--- config.mk ---
export PLATFORM = sky130hd
export DESIGN_NAME = tile_scheduler
export DESIGN_NICKNAME = d
export VERILOG_FILES = /design/src/rtl/tile_scheduler.sv
export SDC_FILE = /design/constraint.sdc
export NUM_CORES = 1
export LEC_CHECK = 0
export ABC_AREA = 1
export CORE_AREA = 2 2 212 298
export CTS_CLUSTER_SIZE = 14
export DETAILED_ROUTE_END_ITERATION = 8
export DIE_AREA = 0 0 214 300
export PLACE_DENSITY = 0.54
export SETUP_SLACK_MARGIN = 0.3
export SYNTH_ARGS = -nofsm -noshare
export SYNTH_HDL_FRONTEND = slang
export SYNTH_SLANG_ARGS = --single-unit
--- constraint.sdc ---
create_clock -name clk -period 11.3 [get_ports clk]
set_clock_uncertainty 0.05 [all_clocks]
set_input_delay 2.26 -clock clk [delete_from_list [all_inputs] [get_ports clk]]
set_output_delay 2.26 -clock clk [all_outputs]
set_load 0.005 [all_outputs]
--- src/rtl/tile_scheduler.sv ---
// tile_scheduler: walks the (m, n, k) tile space of one GEMM job and issues
// one tile command at a time to the systolic core over valid/ready.
// Optional feature macro: TILE_SCHED_PERF_EN builds the performance counters
// (perf_tiles, perf_stall_cycles); without it both read as 0.
module tile_scheduler #(
  parameter int DIM_W = 16
) (
  input  logic             clk,
  input  logic             rst,
  input  logic             start_pulse,
  input  logic             abort_pulse,
  input  logic [DIM_W-1:0] M,
  input  logic [DIM_W-1:0] N,
  input  logic [DIM_W-1:0] K,
  input  logic [DIM_W-1:0] Tm,
  input  logic [DIM_W-1:0] Tn,
  input  logic [DIM_W-1:0] Tk,
  output logic             tile_valid,
  input  logic             tile_ready,
  output logic [DIM_W-1:0] tile_m_off,
  output logic [DIM_W-1:0] tile_n_off,
  output logic [DIM_W-1:0] tile_k_off,
  output logic [DIM_W-1:0] tile_m_sz,
  output logic [DIM_W-1:0] tile_n_sz,
  output logic [DIM_W-1:0] tile_k_sz,
  output logic             tile_first_k,
  output logic             tile_last_k,
  input  logic             tile_done,
  output logic             core_abort,
  output logic             core_busy,
  output logic             core_done_tile_pulse,
  output logic             job_done_pulse,
  output logic             core_bank_sel_rd_A,
  output logic             core_bank_sel_rd_B,
  output logic [31:0]      perf_tiles,
  output logic [31:0]      perf_stall_cycles
);

  localparam logic [2:0] S_IDLE  = 3'd0;
  localparam logic [2:0] S_ISSUE = 3'd1;
  localparam logic [2:0] S_WAIT  = 3'd2;
  localparam logic [2:0] S_ADV   = 3'd3;
  localparam logic [2:0] S_DONE  = 3'd4;

  logic [2:0]       r_state;
  logic [DIM_W-1:0] r_m, r_n, r_k, r_tm, r_tn, r_tk;
  logic [DIM_W-1:0] r_m_off, r_n_off, r_k_off;
  logic [DIM_W-1:0] r_m_sz, r_n_sz, r_k_sz;
  logic             r_first_k, r_last_k, r_bank, r_core_abort;

  logic [DIM_W:0]   w_m_nx, w_n_nx, w_k_nx;
  logic             w_m_wrap, w_n_wrap, w_k_wrap, w_last_job;
  logic [DIM_W-1:0] w_m_new, w_n_new, w_k_new;
  logic             w_abort, w_start, w_zero_dim;

  // Extent of a tile starting at off, clipped at the job edge.
  function automatic logic [DIM_W-1:0] f_clip(input logic [DIM_W-1:0] t,
                                              input logic [DIM_W-1:0] dim,
                                              input logic [DIM_W-1:0] off);
    logic [DIM_W-1:0] rem;
    rem = dim - off;
    return (t < rem) ? t : rem;
  endfunction

  assign w_abort    = abort_pulse && (r_state != S_IDLE);
  assign w_start    = start_pulse && !abort_pulse && (r_state == S_IDLE);
  assign w_zero_dim = (M == '0) || (N == '0) || (K == '0);

  // Next offsets of the k-inner / n / m-outer loop nest, one bit wider so the
  // wrap compare cannot overflow.
  always_comb begin
    w_k_nx     = {1'b0, r_k_off} + {1'b0, r_tk};
    w_n_nx     = {1'b0, r_n_off} + {1'b0, r_tn};
    w_m_nx     = {1'b0, r_m_off} + {1'b0, r_tm};
    w_k_wrap   = w_k_nx >= {1'b0, r_k};
    w_n_wrap   = w_n_nx >= {1'b0, r_n};
    w_m_wrap   = w_m_nx >= {1'b0, r_m};
    w_k_new    = w_k_wrap ? '0 : w_k_nx[DIM_W-1:0];
    w_n_new    = !w_k_wrap ? r_n_off : (w_n_wrap ? '0 : w_n_nx[DIM_W-1:0]);
    w_m_new    = (w_k_wrap && w_n_wrap) ? w_m_nx[DIM_W-1:0] : r_m_off;
    w_last_job = w_k_wrap && w_n_wrap && w_m_wrap;
  end

  // Control FSM, job latch, tile field registers and bank toggle.
  always_ff @(posedge clk) begin
    if (rst) begin
      r_state      <= S_IDLE;
      r_m          <= '0;
      r_n          <= '0;
      r_k          <= '0;
      r_tm         <= '0;
      r_tn         <= '0;
      r_tk         <= '0;
      r_m_off      <= '0;
      r_n_off      <= '0;
      r_k_off      <= '0;
      r_m_sz       <= '0;
      r_n_sz       <= '0;
      r_k_sz       <= '0;
      r_first_k    <= 1'b0;
      r_last_k     <= 1'b0;
      r_bank       <= 1'b0;
      r_core_abort <= 1'b0;
    end else begin
      r_core_abort <= w_abort;
      if (w_abort) begin
        r_state <= S_IDLE;
      end else begin
        case (r_state)
          S_IDLE: if (w_start) begin
            r_m       <= M;
            r_n       <= N;
            r_k       <= K;
            r_tm      <= Tm;
            r_tn      <= Tn;
            r_tk      <= Tk;
            r_m_off   <= '0;
            r_n_off   <= '0;
            r_k_off   <= '0;
            r_m_sz    <= f_clip(Tm, M, '0);
            r_n_sz    <= f_clip(Tn, N, '0);
            r_k_sz    <= f_clip(Tk, K, '0);
            r_first_k <= 1'b1;
            r_last_k  <= Tk >= K;
            r_bank    <= 1'b0;
            r_state   <= w_zero_dim ? S_DONE : S_ISSUE;
          end
          S_ISSUE: if (tile_ready) r_state <= S_WAIT;
          S_WAIT: if (tile_done) begin
            r_bank  <= ~r_bank;
            r_state <= S_ADV;
          end
          S_ADV: if (w_last_job) begin
            r_state <= S_DONE;
          end else begin
            r_m_off   <= w_m_new;
            r_n_off   <= w_n_new;
            r_k_off   <= w_k_new;
            r_m_sz    <= f_clip(r_tm, r_m, w_m_new);
            r_n_sz    <= f_clip(r_tn, r_n, w_n_new);
            r_k_sz    <= f_clip(r_tk, r_k, w_k_new);
            r_first_k <= w_k_new == '0;
            r_last_k  <= ({1'b0, w_k_new} + {1'b0, r_tk}) >= {1'b0, r_k};
            r_state   <= S_ISSUE;
          end
          S_DONE:  r_state <= S_IDLE;
          default: r_state <= S_IDLE;
        endcase
      end
    end
  end

  assign tile_valid           = r_state == S_ISSUE;
  assign core_busy            = r_state != S_IDLE;
  assign job_done_pulse       = r_state == S_DONE;
  assign core_abort           = r_core_abort;
  assign tile_m_off           = r_m_off;
  assign tile_n_off           = r_n_off;
  assign tile_k_off           = r_k_off;
  assign tile_m_sz            = r_m_sz;
  assign tile_n_sz            = r_n_sz;
  assign tile_k_sz            = r_k_sz;
  assign tile_first_k         = r_first_k;
  assign tile_last_k          = r_last_k;
  assign core_bank_sel_rd_A   = r_bank;
  assign core_bank_sel_rd_B   = r_bank;
  // Output tile finished: combinational so it lines up with tile_done.
  assign core_done_tile_pulse = (r_state == S_WAIT) && tile_done && r_last_k && !abort_pulse;

`ifdef TILE_SCHED_PERF_EN
  logic [31:0] r_perf_tiles, r_perf_stall;
  logic        w_accept, w_stall;

  assign w_accept = tile_valid && tile_ready && !abort_pulse;
  assign w_stall  = tile_valid && !tile_ready;

  // Saturating counters of accepted tiles and backpressure cycles.
  always_ff @(posedge clk) begin
    if (rst || w_start) begin
      r_perf_tiles <= '0;
      r_perf_stall <= '0;
    end else begin
      if (w_accept && (r_perf_tiles != '1)) r_perf_tiles <= r_perf_tiles + 32'd1;
      if (w_stall  && (r_perf_stall != '1)) r_perf_stall <= r_perf_stall + 32'd1;
    end
  end

  assign perf_tiles        = r_perf_tiles;
  assign perf_stall_cycles = r_perf_stall;
`else
  assign perf_tiles        = '0;
  assign perf_stall_cycles = '0;
`endif

endmodule

# Word level (Yosys, flattened, before mapping)
# Cells that the tools add are included.
[classes]
shifts = 0
multipliers = 0
bitwise_logic = 2
eq_ne = 8
n_addsub = 7
div_mod_pow = 0
muxes = 41
reduce_logical = 24
magnitude_cmp = 11
[ops]
columns = ["operator", "n"]
rows = [
  ["two-way mux 16 bit", 20],
  ["one-hot mux 16 bit (2 select lines)", 6],
  ["< comparator 16 bit", 6],
  ["adder 16 x 16 -> 17 bit", 4],
  [">= comparator 17 x 16 -> 1 bit", 4],
  ["logical NOT 16 bit", 4],
  ["subtractor 16 bit", 3],
  [">= comparator 16 bit", 1],
  ["two-way mux 3 bit", 5],
  ["one-hot mux 3 bit (4 select lines)", 1],
  ["logical AND 1 bit", 8],
  ["AND reduction 4 bit", 2],
  ["equality test 3 x 2 -> 1 bit (second input constant)", 2],
  ["two-way mux 1 bit", 6],
  ["inequality test 2 bit (second input constant)", 3],
  ["one-hot mux 1 bit (2 select lines)", 3],
  ["AND reduction 3 bit", 2],
  ["nonzero test 2 bit", 2],
  ["equality test 3 x 1 -> 1 bit (second input constant)", 1],
  ["equality test 3 bit (second input constant)", 1],
  ["logical NOT 3 bit", 1],
  ["nonzero test 3 bit", 1],
  ["logical OR 1 bit", 2],
  ["inequality test 2 x 1 -> 1 bit (second input constant)", 1],
  ["3 further kinds", 4],
]
[word_totals]
elab_cells = 110
mem_count = 0
rom_bits = 0
in_bits = 102
register_bits = 199
output_inout_bits = 169
mem_bits_rw = 0
latchBits = 0

# Longest topological paths before layout
[logic_depth]
ltp_word = 9
ltp_mapped = 52

# Least setup slack after synthesis
# No wires, ideal clock.
[synth_path]
path_type = "reg2reg"
start = "reg r_tk[0]"
end = "reg r_n_sz[10], in the netlist tile_n_sz[10]"
required_time_ns = 11.186
path_slack_ns = 4.571
stages_incl_launch_ff = 50
n_path_buf = 4
t_arrival_ns = 6.614
setup_ns = 0.064
path_cell_list = "dfxtp_1 -> ha_1 -> inv_1 -> fa_1 -> inv_1 -> nand3_1 -> nand2_1 -> nand4_1 -> nand2_1 -> nand3_1 -> nand2_1 -> xor2_1 -> inv_1 -> ha_1 -> nand4_1 -> nor2_1 -> nand2_1 -> nand2_1 -> (+14 left out) -> nand3_1 -> nand2_1 -> a21boi_0 -> o21ai_0 -> a31oi_1 -> o21ai_0 -> xor2_1 -> ha_1 -> nand2_1 -> nor2_1 -> a2111oi_0 -> nand2_1 -> clkbuf_1 -> a21oi_1 -> o21ai_0 -> o21ai_0 -> nor2_1 -> nor2_1"
[synth_between]
elab_chain_cells = 8
[synth_rtl]
columns = ["element", "line", "rtl"]
rows = [
  ["start, declared", "46", "logic [DIM_W-1:0] r_m, r_n, r_k, r_tm, r_tn, r_tk;"],
  ["start signal, assigned", "116", "r_tk <= Tk;"],
  ["adder 16 x 16 -> 17 bit (*)", "72", "w_k_nx = {1'b0, r_k_off} + {1'b0, r_tk};"],
  [">= comparator 17 x 16 -> 1 bit (*)", "75", "w_k_wrap = w_k_nx >= {1'b0, r_k};"],
  ["two-way mux 16 bit", "79", "w_n_new = !w_k_wrap ? r_n_off : (w_n_wrap ? '0 : w_n_nx[DIM_W-1:0]);"],
  ["subtractor 16 bit", "61", "rem = dim - off;"],
  ["< comparator 16 bit", "62", "return (t < rem) ? t : rem;"],
  ["two-way mux 16 bit", "62", ""],
  ["two-way mux 16 bit", "133", "S_ADV: if (w_last_job) begin"],
  ["one-hot mux 16 bit (2 select lines)", "109", "case (r_state)"],
  ["end signal, assigned", "121", "r_n_sz <= f_clip(Tn, N, '0);"],
  ["end signal, assigned", "140", "r_n_sz <= f_clip(r_tn, r_n, w_n_new);"],
  ["end, declared", "48", "logic [DIM_W-1:0] r_m_sz, r_n_sz, r_k_sz;"],
]
# Mark *: on every way between the ends. The rest lies on a longest branch, timed or not. The select of a mux whose other input is x is not followed.
# A chain may end at the register's enable or synchronous reset.

# Worst setup path after layout
[layout_path]
start = "reg r_tk[0]"
end = "reg r_n_sz[5], in the netlist tile_n_sz[5]"
# Same word-level chain as after synthesis.

==> results.yml <==
outcome:
  outcome: "complete, no violations"
hold_path:
  whs_path_depth: 2
  min_from: "tile_k_off[4]"
  hold-path-endpoint: "tile_k_off[4]"
  hold_path.class: "reg2reg"
critical_path:
  r2r_end: "tile_n_sz[5]"
  r2r_slack_ps: 2370
  startpoint: "r_tk[0]"
  cpMostUsedCell: "nand2_1"
  cpPeakStageDelay_ps: 680
  cp.arrival_ps: 9300
  cp_slowest_cell: "nand2_1"
  timing.rr.start: "r_tk[0]"
  criticalPathCategory: "reg2reg"
  r2r_cells: 45
  end_kind: "register"
  required_ps: 11670
  crit_fanout: 31
  crit_path_start_kind: "register"
grt:
  grt_pass1_vias: 18000
  grt_usage: 0.209
  antenna_found_initial: 4
  grt_max_degree: 96
  grt_overflow: 0
  grt_first_pass_wirelength_um: 104000
sta:
  setup_viol: 0
  maxSlewHeadroom: 0.281
  period_share: 0.791
  worstMarginPinSlew_ps: 1080
  maxSlewViolCount: 0
  max_freq_mhz: 112
  rsz0062_at_grt: "no"
  hold_ws_ps: 434
  post-route-min-period_ps: 8930
  finalHoldViolCount: 0
  setup_tns_ps: 0
clocking:
  postCtsSetupBuffers: 0
  cts_repair_resize_count: 0
  clk_pin_slew_ps: 80
  cts_buffers: 17
  root_buffer: "clkbuf_16"
  htree_levels: 4
  cts_sinks: 199
  ctsLongestPathBuffers: 2
  postCtsHoldBufs: 0
  cts_tree: "done"
  clk_latency_ps: 490
power_and_ir_drop:
  leakage_nw: 9.90
  powerDensity_nw_per_um2: 151
  irDropWorstVdd_mv: 0.0956
job:
  max_cap_viol_count: 0
floorplan:
  die_width_um: 214
  initial_utilization: 0.297
  ioPinCount: 271
  dieArea_sq_um: 64200
  core_sq_um: 61500
  rows: 108
  die_y_um: 300
logic_synthesis:
  synth_top_area_share: 0.218
  synth_area_per_cell_sq_um: 6.75
  synthFlopType: "dfxtp_1"
  netlist_top_cells_count: "nand2_1, inv_1, a21oi_1, o21ai_0, nor2_1"
  synth-async-reset-ratio: 0
  synth-seq-area-share: 0.218
  synth_area_leader_cell: "dfxtp_1"
  synth_seq_cells: 199
  syn_area_sq_um: 18300
  synthCells: 2706
  synth_area_leaders: "dfxtp_1, ha_1, nand2_1"
  ys_types: 61
  synth_most_common_cell: "nand2_1"
  ys_warn_count: 0
  synth_edf_count: 0
drt:
  via_per_inst: 4.94
  wl_per_cell_um: 18.4
  drt_iter0_drc: 910
  vias: 18200
  wirelength_um: 68000
  final_antenna_net_count: 0
  drcViolationCount: 0
  drt-pass1-iter-count: 7
place:
  place_hpwl_um: 53100
  gp_congestion: 0.907
  io_buffers: 206
cells_and_area:
  nFillCells: 6727
  drive_gt1_frac: 0.0311
  area_growth_syn_to_layout_pct: 17.0
  seq_area_sq_um: 3980
  multiInputGateArea_sq_um: 12300
  final_net_count: 3216
cell type report:
type / instances / share of cell area
Clock inverter: 13 / 0.00895
Antenna cell: 2 / 0.000234
Sequential cell: 199 / 0.186
Inverter: 333 / 0.0588
Multi-Input combinational cell: 2078 / 0.577
Tap cell: 825 / 0.0483
Clock buffer: 19 / 0.0207
Timing Repair Buffer: 217 / 0.100
per-stage QoR:
| stage | util | area, sq um | instances | worst slack (ps) | total power, mW |
|---|---|---|---|---|---|
| finish | 0.348 | 21400 | 3686 | 2370 | 3.24 |
| global route | 0.348 | 21400 | 3686 | 1280 | 3.52 |
| CTS | 0.348 | 21400 | 3684 | 2400 | 3.25 |
| detailed placement | 0.338 | 20800 | 3652 | 2470 | 2.53 |
| global placement | 0.338 | 20800 | 3652 | 2580 | 2.53 |
| floorplan | - | 18500 | 2769 | 4570 | 2.04 |
sequential cells by signal, indices dropped and copies added (netlist names), 16 cells and up:
| signal | cells |
|---|---|
| r_k | 16 |
| r_m | 16 |
| r_n | 16 |
| r_tk | 16 |
| r_tm | 16 |
| r_tn | 16 |
| tile_k_off | 16 |
| tile_k_sz | 16 |
| tile_m_off | 16 |
| tile_m_sz | 16 |
| tile_n_off | 16 |
| tile_n_sz | 16 |
critical path, delay by kind of cell, from the launching register on:
| kind | cells | cell delay, ps |
|---|---|---|
| AOI/OAI and AO/OA | 9 | 2060 |
| adders and majority gates | 6 | 1750 |
| xor gates and xnor gates | 2 | 440 |
| DFF | 1 | 450 |
| buffers and inverters | 6 | 810 |
| and+or+nand+nor | 22 | 3270 |
worst max-delay path by stage:
stage,to
2_1_floorplan,tile_n_sz[10]
3_3_place_gp,tile_m_sz[11]
3_5_place_dp,tile_n_sz[0]
4_1_cts,tile_n_sz[13]
5_1_grt,tile_n_sz[13]
6_report,tile_n_sz[5]
where the power goes:
group,total [mW],leakage (nW),internal [mW],switching (mW)
combinational,1.69,7.96,0.597,1.09
clock,0.710,0.312,0.381,0.330
sequential,0.840,1.63,0.772,0.0687
total,3.24,9.90,1.75,1.49
placed cells by master, fill, tap and decap left out, types with 28 or more instances in the layout:
| master | count |
|---|---|
| ha_1 | 262 |
| o21ai_0 | 298 |
| nand2_1 | 447 |
| xnor2_1 | 28 |
| nand3_1 | 85 |
| nor2_1 | 276 |
| a21oi_1 | 310 |
| clkdlybuf4s50_1 | 205 |
| xor2_1 | 61 |
| conb_1 | 64 |
| o211ai_1 | 28 |
| inv_1 | 325 |
| dfxtp_1 | 199 |
routing by layer:
metal	share of wire	vias up	track usage
li1	-	9223	-
met1	0.42	8439	0.243
met2	0.51	449	0.387
met3	0.032	110	0.0261
met4	0.038	4	0.0879
met5	0.00044	-	0
kinds of logic (layout without fill, tap and decap cells):
group	count (synthesis)	after routing	synth area share
simple gates	914	914	0.209
buf+inv	492	582	0.121
xor+xnor	89	89	0.0426
fa+ha+maj	268	268	0.186
compound gates	742	742	0.223
mux	1	1	0.000548
flops	199	199	0.218
other cells	1	66	0.000205
Note: power is estimated with default switching activity, not from simulation.
